[src/rtl/dp_pkg.sv]
// Shared types and constants for the FX3 data-port scheduler.
package dp_pkg;

    typedef enum logic [2:0] {
        ST_IDLE    = 3'd0,
        ST_ADDR    = 3'd1,
        ST_CHK     = 3'd2,
        ST_STRT    = 3'd3,
        ST_WT_DONE = 3'd4,
        ST_GAP     = 3'd5
    } state_t;

    localparam logic [1:0] DP0 = 2'd0;
    localparam logic [1:0] DP1 = 2'd1;
    localparam logic [1:0] DP2 = 2'd2;
    localparam logic [1:0] DP3 = 2'd3;

    localparam logic [1:0] EP_DP0 = 2'd0;
    localparam logic [1:0] EP_DP1 = 2'd1;
    localparam logic [1:0] EP_DP2 = 2'd2;
    localparam logic [1:0] EP_DP3 = 2'd3;

    localparam logic [1:0] MUX_WR0 = 2'd0;
    localparam logic [1:0] MUX_WR1 = 2'd1;
    localparam logic [1:0] MUX_WR2 = 2'd2;

    // DP0 is the read port, so it shares the first write-strobe lane.
    function automatic logic [1:0] dp_mux_sel(input logic [1:0] idx);
        case (idx)
            DP0, DP1: return MUX_WR0;
            DP2:      return MUX_WR1;
            default:  return MUX_WR2;
        endcase
    endfunction

    function automatic logic [1:0] dp_ep_addr(input logic [1:0] idx);
        case (idx)
            DP0:     return EP_DP0;
            DP1:     return EP_DP1;
            DP2:     return EP_DP2;
            default: return EP_DP3;
        endcase
    endfunction

    function automatic logic [3:0] dp_onehot(input logic [1:0] idx);
        return 4'b0001 << idx;
    endfunction

endpackage

[src/rtl/dp_rr_pick.sv]
// Combinational 4-way round-robin picker, searching from i_ptr+1.
module dp_rr_pick (
    input  logic [3:0] i_req,
    input  logic [1:0] i_ptr,
    output logic       o_valid,
    output logic [1:0] o_idx
);

    logic [1:0] w_cand;

    always_comb begin
        o_valid = 1'b0;
        o_idx   = i_ptr;
        w_cand  = i_ptr;
        for (int i = 1; i <= 4; i++) begin
            w_cand = i_ptr + 2'(i);
            if (!o_valid && i_req[w_cand]) begin
                o_valid = 1'b1;
                o_idx   = w_cand;
            end
        end
    end

endmodule

[src/rtl/dp_sched.sv]
// Request-driven round-robin scheduler for the four FX3 slave-FIFO ports.
module dp_sched
    import dp_pkg::*;
#(
    parameter int TURN_CYC = 2,
    parameter int TMO_CYC  = 4096,
    parameter int TMO_W    = 12
) (
    input  logic       clk_i,
    input  logic       rstn_i,
    input  logic [3:0] req_i,
    output logic [3:0] strt_o,
    input  logic [3:0] done_i,
    output logic [3:0] abort_o,
    input  logic       flag_rdy_i,
    output logic [1:0] SLADDR_o,
    output logic       SLOEn_o,
    output logic       SLCSn_o,
    output logic [1:0] dpoMuxSel_o,
    output logic       busy_o,
    output logic       tmo_o
);

    localparam logic [3:0]       TURN_LD  = 4'(TURN_CYC - 1);
    localparam logic [TMO_W-1:0] TMO_LAST = TMO_W'(TMO_CYC - 1);

    state_t           r_state, w_state_nxt;
    logic [1:0]       r_grant, w_grant_nxt;
    logic [1:0]       r_ptr, w_ptr_nxt;
    logic [3:0]       r_turn, w_turn_nxt;
    logic [TMO_W-1:0] r_wd, w_wd_nxt, w_wd_inc;
    logic             w_expire;
    logic             w_pick_v;
    logic [1:0]       w_pick_idx;
    logic             w_oe_act;

    logic [3:0] r_strt, r_abort;
    logic [1:0] r_sladdr, r_mux;
    logic       r_sloen, r_slcsn, r_busy, r_tmo;

    dp_rr_pick u_pick (
        .i_req   (req_i),
        .i_ptr   (r_ptr),
        .o_valid (w_pick_v),
        .o_idx   (w_pick_idx)
    );

    always_comb begin
        w_state_nxt = r_state;
        w_grant_nxt = r_grant;
        w_ptr_nxt   = r_ptr;
        w_turn_nxt  = r_turn;
        w_wd_nxt    = r_wd;
        w_wd_inc    = r_wd + TMO_W'(1);
        w_expire    = 1'b0;
        case (r_state)
            ST_IDLE, ST_GAP: begin
                w_state_nxt = ST_IDLE;
                if (w_pick_v) begin
                    w_grant_nxt = w_pick_idx;
                    w_ptr_nxt   = w_pick_idx;
                    w_turn_nxt  = TURN_LD;
                    w_state_nxt = ST_ADDR;
                end
            end
            ST_ADDR: begin
                if (r_turn == 4'd0) w_state_nxt = ST_CHK;
                else                w_turn_nxt  = r_turn - 4'd1;
            end
            ST_CHK: begin
                if (!req_i[r_grant]) w_state_nxt = ST_IDLE;
                else if (flag_rdy_i) w_state_nxt = ST_STRT;
            end
            ST_STRT: begin
                w_wd_nxt    = '0;
                w_state_nxt = ST_WT_DONE;
            end
            ST_WT_DONE: begin
                w_wd_nxt = w_wd_inc;
                // A completion in the expiry cycle still counts as success.
                if (done_i[r_grant]) begin
                    w_state_nxt = ST_GAP;
                end else if (w_wd_inc == TMO_LAST) begin
                    w_expire    = 1'b1;
                    w_state_nxt = ST_GAP;
                end
            end
            default: w_state_nxt = ST_IDLE;
        endcase
    end

    assign w_oe_act = (w_grant_nxt == DP0) &&
                      (w_state_nxt == ST_CHK ||
                       w_state_nxt == ST_STRT ||
                       w_state_nxt == ST_WT_DONE);

    always_ff @(posedge clk_i or negedge rstn_i) begin
        if (!rstn_i) begin
            r_state  <= ST_IDLE;
            r_grant  <= DP0;
            r_ptr    <= DP3;
            r_turn   <= '0;
            r_wd     <= '0;
            r_strt   <= '0;
            r_abort  <= '0;
            r_sladdr <= EP_DP0;
            r_sloen  <= 1'b1;
            r_slcsn  <= 1'b1;
            r_mux    <= MUX_WR0;
            r_busy   <= 1'b0;
            r_tmo    <= 1'b0;
        end else begin
            r_state  <= w_state_nxt;
            r_grant  <= w_grant_nxt;
            r_ptr    <= w_ptr_nxt;
            r_turn   <= w_turn_nxt;
            r_wd     <= w_wd_nxt;
            r_strt   <= (w_state_nxt == ST_STRT) ?
                        dp_onehot(w_grant_nxt) : '0;
            r_abort  <= w_expire ? dp_onehot(r_grant) : '0;
            r_tmo    <= w_expire;
            r_sloen  <= !w_oe_act;
            r_slcsn  <= (w_state_nxt == ST_IDLE);
            r_busy   <= (w_state_nxt != ST_IDLE);
            r_sladdr <= (w_state_nxt == ST_IDLE) ?
                        EP_DP0 : dp_ep_addr(w_grant_nxt);
            r_mux    <= (w_state_nxt == ST_IDLE) ?
                        MUX_WR0 : dp_mux_sel(w_grant_nxt);
        end
    end

    assign strt_o      = r_strt;
    assign abort_o     = r_abort;
    assign SLADDR_o    = r_sladdr;
    assign SLOEn_o     = r_sloen;
    assign SLCSn_o     = r_slcsn;
    assign dpoMuxSel_o = r_mux;
    assign busy_o      = r_busy;
    assign tmo_o       = r_tmo;

endmodule
[config.mk]
export PLATFORM = sky130hd
export DESIGN_NAME = dp_sched
export DESIGN_NICKNAME = d
export VERILOG_FILES = /design/src/rtl/dp_pkg.sv /design/src/rtl/dp_rr_pick.sv /design/src/rtl/dp_sched.sv
export SDC_FILE = /design/constraint.sdc
export NUM_CORES = 1
export LEC_CHECK = 0
export BUFFER_PORTS_ARGS = -buffer_cell sky130_fd_sc_hd__buf_4
export CORE_MARGIN = 2
export CORE_UTILIZATION = 55
export DETAILED_ROUTE_END_ITERATION = 12
export MAX_ROUTING_LAYER = met4
export PLACE_DENSITY = 0.8
export SYNTH_ARGS = -nofsm -noshare
export SYNTH_HDL_FRONTEND = slang
export SYNTH_HIERARCHICAL = 1
export SYNTH_SLANG_ARGS = --single-unit
[constraint.sdc]
create_clock -name clk_i -period 5.9 [get_ports clk_i]
set_clock_uncertainty 0.15 [all_clocks]
set_input_delay 0.885 -clock clk_i [delete_from_list [all_inputs] [get_ports clk_i]]
set_output_delay 0.885 -clock clk_i [all_outputs]
set_load 0.05 [all_outputs]
# Word level (Yosys, flattened, before mapping)

Index checks and enable logic that the tools add are counted.

Register bits: 39
Bits of input ports: 11
Output and inout bits: 16
Word-level logic and storage cells: 101

Add/subtract/negate cells: 5
Order comparisons: 5
Equality and inequality tests: 13
Shift-type cells: 2
Muxes and demuxes: 42
Reductions and logical operators: 21

Operators by type and width:

| kind                  | count |
|---|---|
| $pmux 12 s2           | 1 |
| $mux 2                | 8 |
| $mux 4                | 4 |
| $lt 2x3->1 const B    | 5 |
| $mux 3                | 5 |
| $pmux 3 s5            | 1 |
| $mux 1                | 14 |
| $add 12x1->12 const B | 1 |
| $bmux 1 s2            | 6 |
| $eq 12x12->1 const B  | 1 |
| $eq 3x2->1 const B    | 4 |
| $eq 3x3->1 const B    | 3 |
| $pmux 4 s2            | 1 |
| $shl 1x2->4 const A   | 2 |
| $logic_not 3->1       | 2 |
| $pmux 2 s3            | 1 |
| $add 2x2->2 const B   | 2 |
| $logic_and 1x1->1     | 4 |
| $logic_not 1->1       | 4 |
| $logic_not 4->1       | 1 |
| $pmux 2 s2            | 1 |
| $reduce_bool 2->1     | 2 |
| $reduce_or 2->1       | 2 |
| $sub 4x1->4 const B   | 1 |
| other kinds (11)      | 12 |

# Depth between registers and ports, before layout

Depth after elaboration: 20
Mapped depth: 7
Depth with buffers taken out: 7

# By module

The synthesis kept the hierarchy.

Modules (own cells, without submodules):

| module     | times used | cells each | area an instance (um^2) | sequential area each (um^2) |
|---|---|---|---|---|
| dp_sched   | 1          | 177        | 1,859.3                 | 980.9 |
| dp_rr_pick | 1          | 14         | 82.6                    | 0.0 |

# Worst setup path before layout

OpenSTA, ideal clock, no wires.

Path type: input to register
Start: input req_i[3]
End: register r_strt[0] (netlist: strt_o[0])
Library setup time: 0.086 ns
Data arrival time: 2.227 ns
Required time: 5.664 ns
Path slack: 3.436 ns
Stages: 5
Buffers on the path: 0
Cell sequence: or4_1 > nor4b_2 > mux2i_1 > inv_2 > nor3_1

Word-level cells in the longest chain between the ends: 16
Elaborated cells between the ends (all ways): 32
Classes of those cells: eq/ne: 1; shift: 1; mux: 24; reduce/logical: 6

Ends and longest elaborated chain:

| element                                 | line             | RTL |
|---|---|---|
| start, declared                         | dp_sched.sv:11   | `input logic [3:0] req_i,` |
| $bmux 1 s2                              | dp_rr_pick.sv:17 | `if (!o_valid && i_req[w_cand]) begin` |
| $mux 1 (implied by the code)            | dp_rr_pick.sv:17 |  |
| $mux 1                                  | dp_rr_pick.sv:17 |  |
| $logic_not 1->1                         | dp_rr_pick.sv:17 |  |
| $logic_and 1x1->1                       | dp_rr_pick.sv:17 |  |
| $mux 1                                  | dp_rr_pick.sv:17 |  |
| $logic_not 1->1                         | dp_rr_pick.sv:17 |  |
| $logic_and 1x1->1                       | dp_rr_pick.sv:17 |  |
| $mux 1                                  | dp_rr_pick.sv:17 |  |
| $logic_not 1->1                         | dp_rr_pick.sv:17 |  |
| $logic_and 1x1->1                       | dp_rr_pick.sv:17 |  |
| $mux 2 / $mux 1 (equally long branches) | dp_rr_pick.sv:17 |  |
| $mux 2 *                                | dp_sched.sv:59   | `if (w_pick_v) begin` |
| $mux 2 *                                | dp_sched.sv:56   | `case (r_state)` |
| net w_grant_nxt[0]                      | dp_sched.sv:28   | `logic [1:0] r_grant, w_grant_nxt;` |
| $shl 1x2->4 *                           | dp_pkg.sv:46     | `return 4'b0001 << idx;` |
| $mux 4 *                                | dp_sched.sv:118  | `r_strt <= (w_state_nxt == ST_STRT) ?` |
| end signal, assigned                    | dp_sched.sv:118  |  |
| end, declared                           | dp_sched.sv:37   | `logic [3:0] r_strt, r_abort;` |

The timed path passes the listed nets; every way through them passes the cells marked *. The select of a mux whose other input is x is not followed.
A chain may end at the register's enable or synchronous reset.

# Worst setup path in the final report

Start: register r_state[1]
End: register r_wd[10]

Word-level cells in the longest chain between the ends: 2
Elaborated cells between the ends (all ways): 4
Classes of those cells: eq/ne: 2; mux: 1; reduce/logical: 1

Ends and longest elaborated chain:

| element                                                 | line            | RTL |
|---|---|---|
| start, declared                                         | dp_sched.sv:27  | `state_t r_state, w_state_nxt;` |
| start signal, assigned                                  | dp_sched.sv:113 | `r_state <= w_state_nxt;` |
| $eq 3x3->1 / $eq 3x2->1 (equally long branches)         | dp_sched.sv:56  |  |
| $pmux 12 s2 / $reduce_bool 2->1 (equally long branches) | -               |  |
| end signal, assigned                                    | dp_sched.sv:117 | `r_wd <= w_wd_nxt;` |
| end, declared                                           | dp_sched.sv:31  | `logic [TMO_W-1:0] r_wd, w_wd_nxt, w_wd_inc;` |

Several ways; a longest one is shown, not always the timed one.

==> results.md <==
* GRT Total Usage at 22.75%
* Worst-Skew Late Latency at 0.35 ns
* WHS at 0.3223 ns
* Synth Instances at 191
* Max Buffers Root-to-Sink at 2
* Synth Warn # at 6
* Wire per inst at 14.71 µm
* Worst VDD drop at 162.5 µV
* Critical Path End: r_wd[10]
* Routed wire length at 3884 µm
* Worst hold path class: input port to asynchronous set/reset pin
* Top cell type's share of synthesized area at 45.10%
* Clock sinks at 39
* Root Driver: clkbuf_4
* Antenna violations before repair at 0
* Fraction of final layout cells with drive strength greater than 1 at 23.85%
* CTS H-Tree Depth at 2
* Worst path cell trace: nor3b_1, a21oi_1, o21ai_0, o21ai_0
* Pin count of the biggest net entering global routing at 40
* Synthesized cell area at 1942 µm²
* Fin crit period at 2.797 ns
* Vias at 1539
* Most area-hungry cell type in the Yosys netlist: dfrtp_1
* Gate power share at 40.2%
* Static Leakage at 0.001037 µW
* CP peak stage delay at 1.09 ns
* Worst Setup SP: r_state[1]
* I/O pin count at 27
* Worst reg2reg path depth at 4
* CP Depth at 4
* Max-Cap Viols at 0
* Pwr Total at 963.9 µW
* Die ar. at 4022 µm²
* FF+latch area at 980.9 µm²
* Dpl hpwl at 2837 µm
* Startpoint Class: flip-flop
* N_diodes at 0
* Sequential share of the synthesized area at 50.52%
* Initial Util at 57.74%
* # DRC at 0
* Max Fclk at 357.5 MHz
* Status: finished clean
* CTS tree: built
* P&R area growth vs syn at 15.40%
* CP bufs+invs at 0
* Num CTS Buffers at 5
* Clock Power Share at 18.7%
* Clk slew on worst S/H paths at 0.12 ns
* Critical Path AT at 2.88 ns
* Pre-CTS WS at 3.063 ns
* Final GP Congestion at 0.9311
* Yosys reg bits at 39
* Slowest cell on crit path: nor3b_1
* Type of destination of the critical path: flip-flop
* Worst endpoint required time at 5.98 ns
* Post-CTS Resized at 0
* Final Hold Fails at 0
* PortBufs at 26
* Multi-input gate area at 880.8 µm²
* Async S/R FF share, synth at 100.0%
* Number of detailed-route iterations in the first pass at 4
* Part of the cycle the worst path needs at 47.41%
* Net Count, Synth at 206
* Post-CTS setup buffers at 0
* Setup ws final at 3.103 ns
* Sw Ratio at 41.12%
* Nets at 232
* Hold-fix buffers, CTS at 0
* Top cells by area, synth: dfrtp_1, dfstp_2, nor2_1
* Max-slew headroom at 14.09%
* # setup viols final at 0
* RSZ-0062 raised after global routing: false
* Die outline width at 63.42 µm
* Least-Margin Pin Slew at 1.286 ns
* First DRT Iteration DRCs at 83
* Number of global-route vias before repair at 1577
* Setup TNS at 0 ns
* Core area at 3363 µm²
* Sw power at 396.3 µW
* Antenna Nets Post-Route at 0
* Synth unique cells at 42
* Pwr dens at 430.1 nW/µm²
* Fillers at 288
* Global-route wire length before repair at 6955 µm
* Reg power frac at 41.2%
* Critical path class: flip-flop to flip-flop
* R2R Path End: r_wd[10]
* FP Rows at 21
* Vias/cell at 5.830
* Die height at 63.42 µm
* Main synth FF type: dfrtp_1
* P_int at 567.5 µW
* Mean Syn Cell Area at 10.17 µm²
* Reg2reg start: r_state[1]
* Worst-path fanout max at 14
* R2R setup slack at 3.10 ns
* Slew Viols, Final at 0
* Most frequent CP cell: o21ai_0
* Remaining Overflow, GRT at 0
* CP top delay family: simple AND/OR/NAND/NOR gates
* Post-synth EDFFs at 0
Yosys cell counts, types with 3 or more instances:
| master | count |
|---|---|
| nor2b_1 | 5 |
| nor3b_1 | 3 |
| inv_1 | 10 |
| nor3_1 | 5 |
| dfrtp_1 | 35 |
| clkbuf_1 | 5 |
| xnor2_1 | 3 |
| mux2i_1 | 4 |
| ha_1 | 4 |
| a21oi_1 | 13 |
| a31oi_1 | 6 |
| dfstp_2 | 4 |
| nor2_1 | 19 |
| nor4b_2 | 3 |
| nand2_1 | 16 |
| nand2b_1 | 3 |
| nand4_1 | 4 |
| o21ai_0 | 13 |
| mux2_2 | 3 |
| nand3_1 | 3 |
worst min path at each step:
stage | startpoint | to
floorplan | r_wd[10] | r_wd[10]
global placement | r_wd[10] | r_wd[10]
detailed placement | r_wd[10] | r_wd[10]
CTS | rstn_i | r_turn[3]
global route | rstn_i | tmo_o
finish | rstn_i | r_turn[3]
cell usage in the layout (no fill, tap or decap), types with 2 or more instances in the layout:
master and instances:
nand4_1 4, clkbuf_4 5, nand2_1 16, o21ai_0 13
nand2b_1 3, mux2i_1 4, nor4b_2 3, dfrtp_1 35
nor4_1 2, mux2_2 3, inv_2 2, nor2_1 19
xnor2_1 3, nor3_1 5, a21o_1 2, or4_1 2
dfstp_2 4, buf_4 26, inv_1 10, nand3_1 3
a21oi_1 13, xor2_1 2, o22ai_1 2, o21ai_1 2
nor2b_1 5, a31oi_1 6, mux4_2 2, nor3b_1 3
ha_1 4
metrics by stage:
step	util [%]	cell area, µm²	cells
after floorplan	-	1942	191
after CTS	66.63	2241	264
after detailed placement	64.21	2160	256
final	66.63	2241	264
after global placement	64.21	2160	256
after global routing	66.63	2241	264
cells by family (layout without fill, tap and decap cells):
logic type                 Yosys count  after routing  synth area share (%)
and+or+nand+nor                     73             73                 22.04
muxes                                9              9                 6.121
adders and majority gates            4              4                 2.577
AOI/OAI and AO/OA                   42             42                 12.37
DFF                                 39             39                 50.52
xor gates and xnor gates             5              5                 2.256
buffers and inverters               19             46                 4.124
routing by layer:
metal  track usage [%]  share of wire, %  wire length [µm]
met2             40.00                53              2074
met5                 -                 0                 0
met1             25.87                40              1553
met3             5.357               5.0               194
met4             6.522               1.6                63
power groups by stage:
stage | registers, µW | logic, µW | clock network, µW
2_1_floorplan | 461 | 219 | 0
3_3_place_gp | 398 | 370 | 0
3_5_place_dp | 402 | 386 | 0
4_1_cts | 396 | 389 | 182
5_1_grt | 410 | 429 | 193
6_report | 397 | 387 | 180
registers in the layout, indices dropped and copies added, names as in the netlist:
register and count:
busy_o 1, tmo_o 1, SLCSn_o 1, r_turn 4, SLADDR_o 2, r_ptr 2
abort_o 4, dpoMuxSel_o 2, SLOEn_o 1, r_wd 12, r_grant 2, r_state 3
strt_o 4
area by class of cell:
| type | instances | area share, % |
|---|---|---|
| clock buffer | 5 | 1.675 |
| clock inverter | 3 | 1.954 |
| inverter | 12 | 2.010 |
| multi-input combinational | 133 | 39.31 |
| sequential | 39 | 43.77 |
| tap | 46 | 2.568 |
| timing repair buffer | 26 | 8.710 |
(Power assumes the default switching activity.)
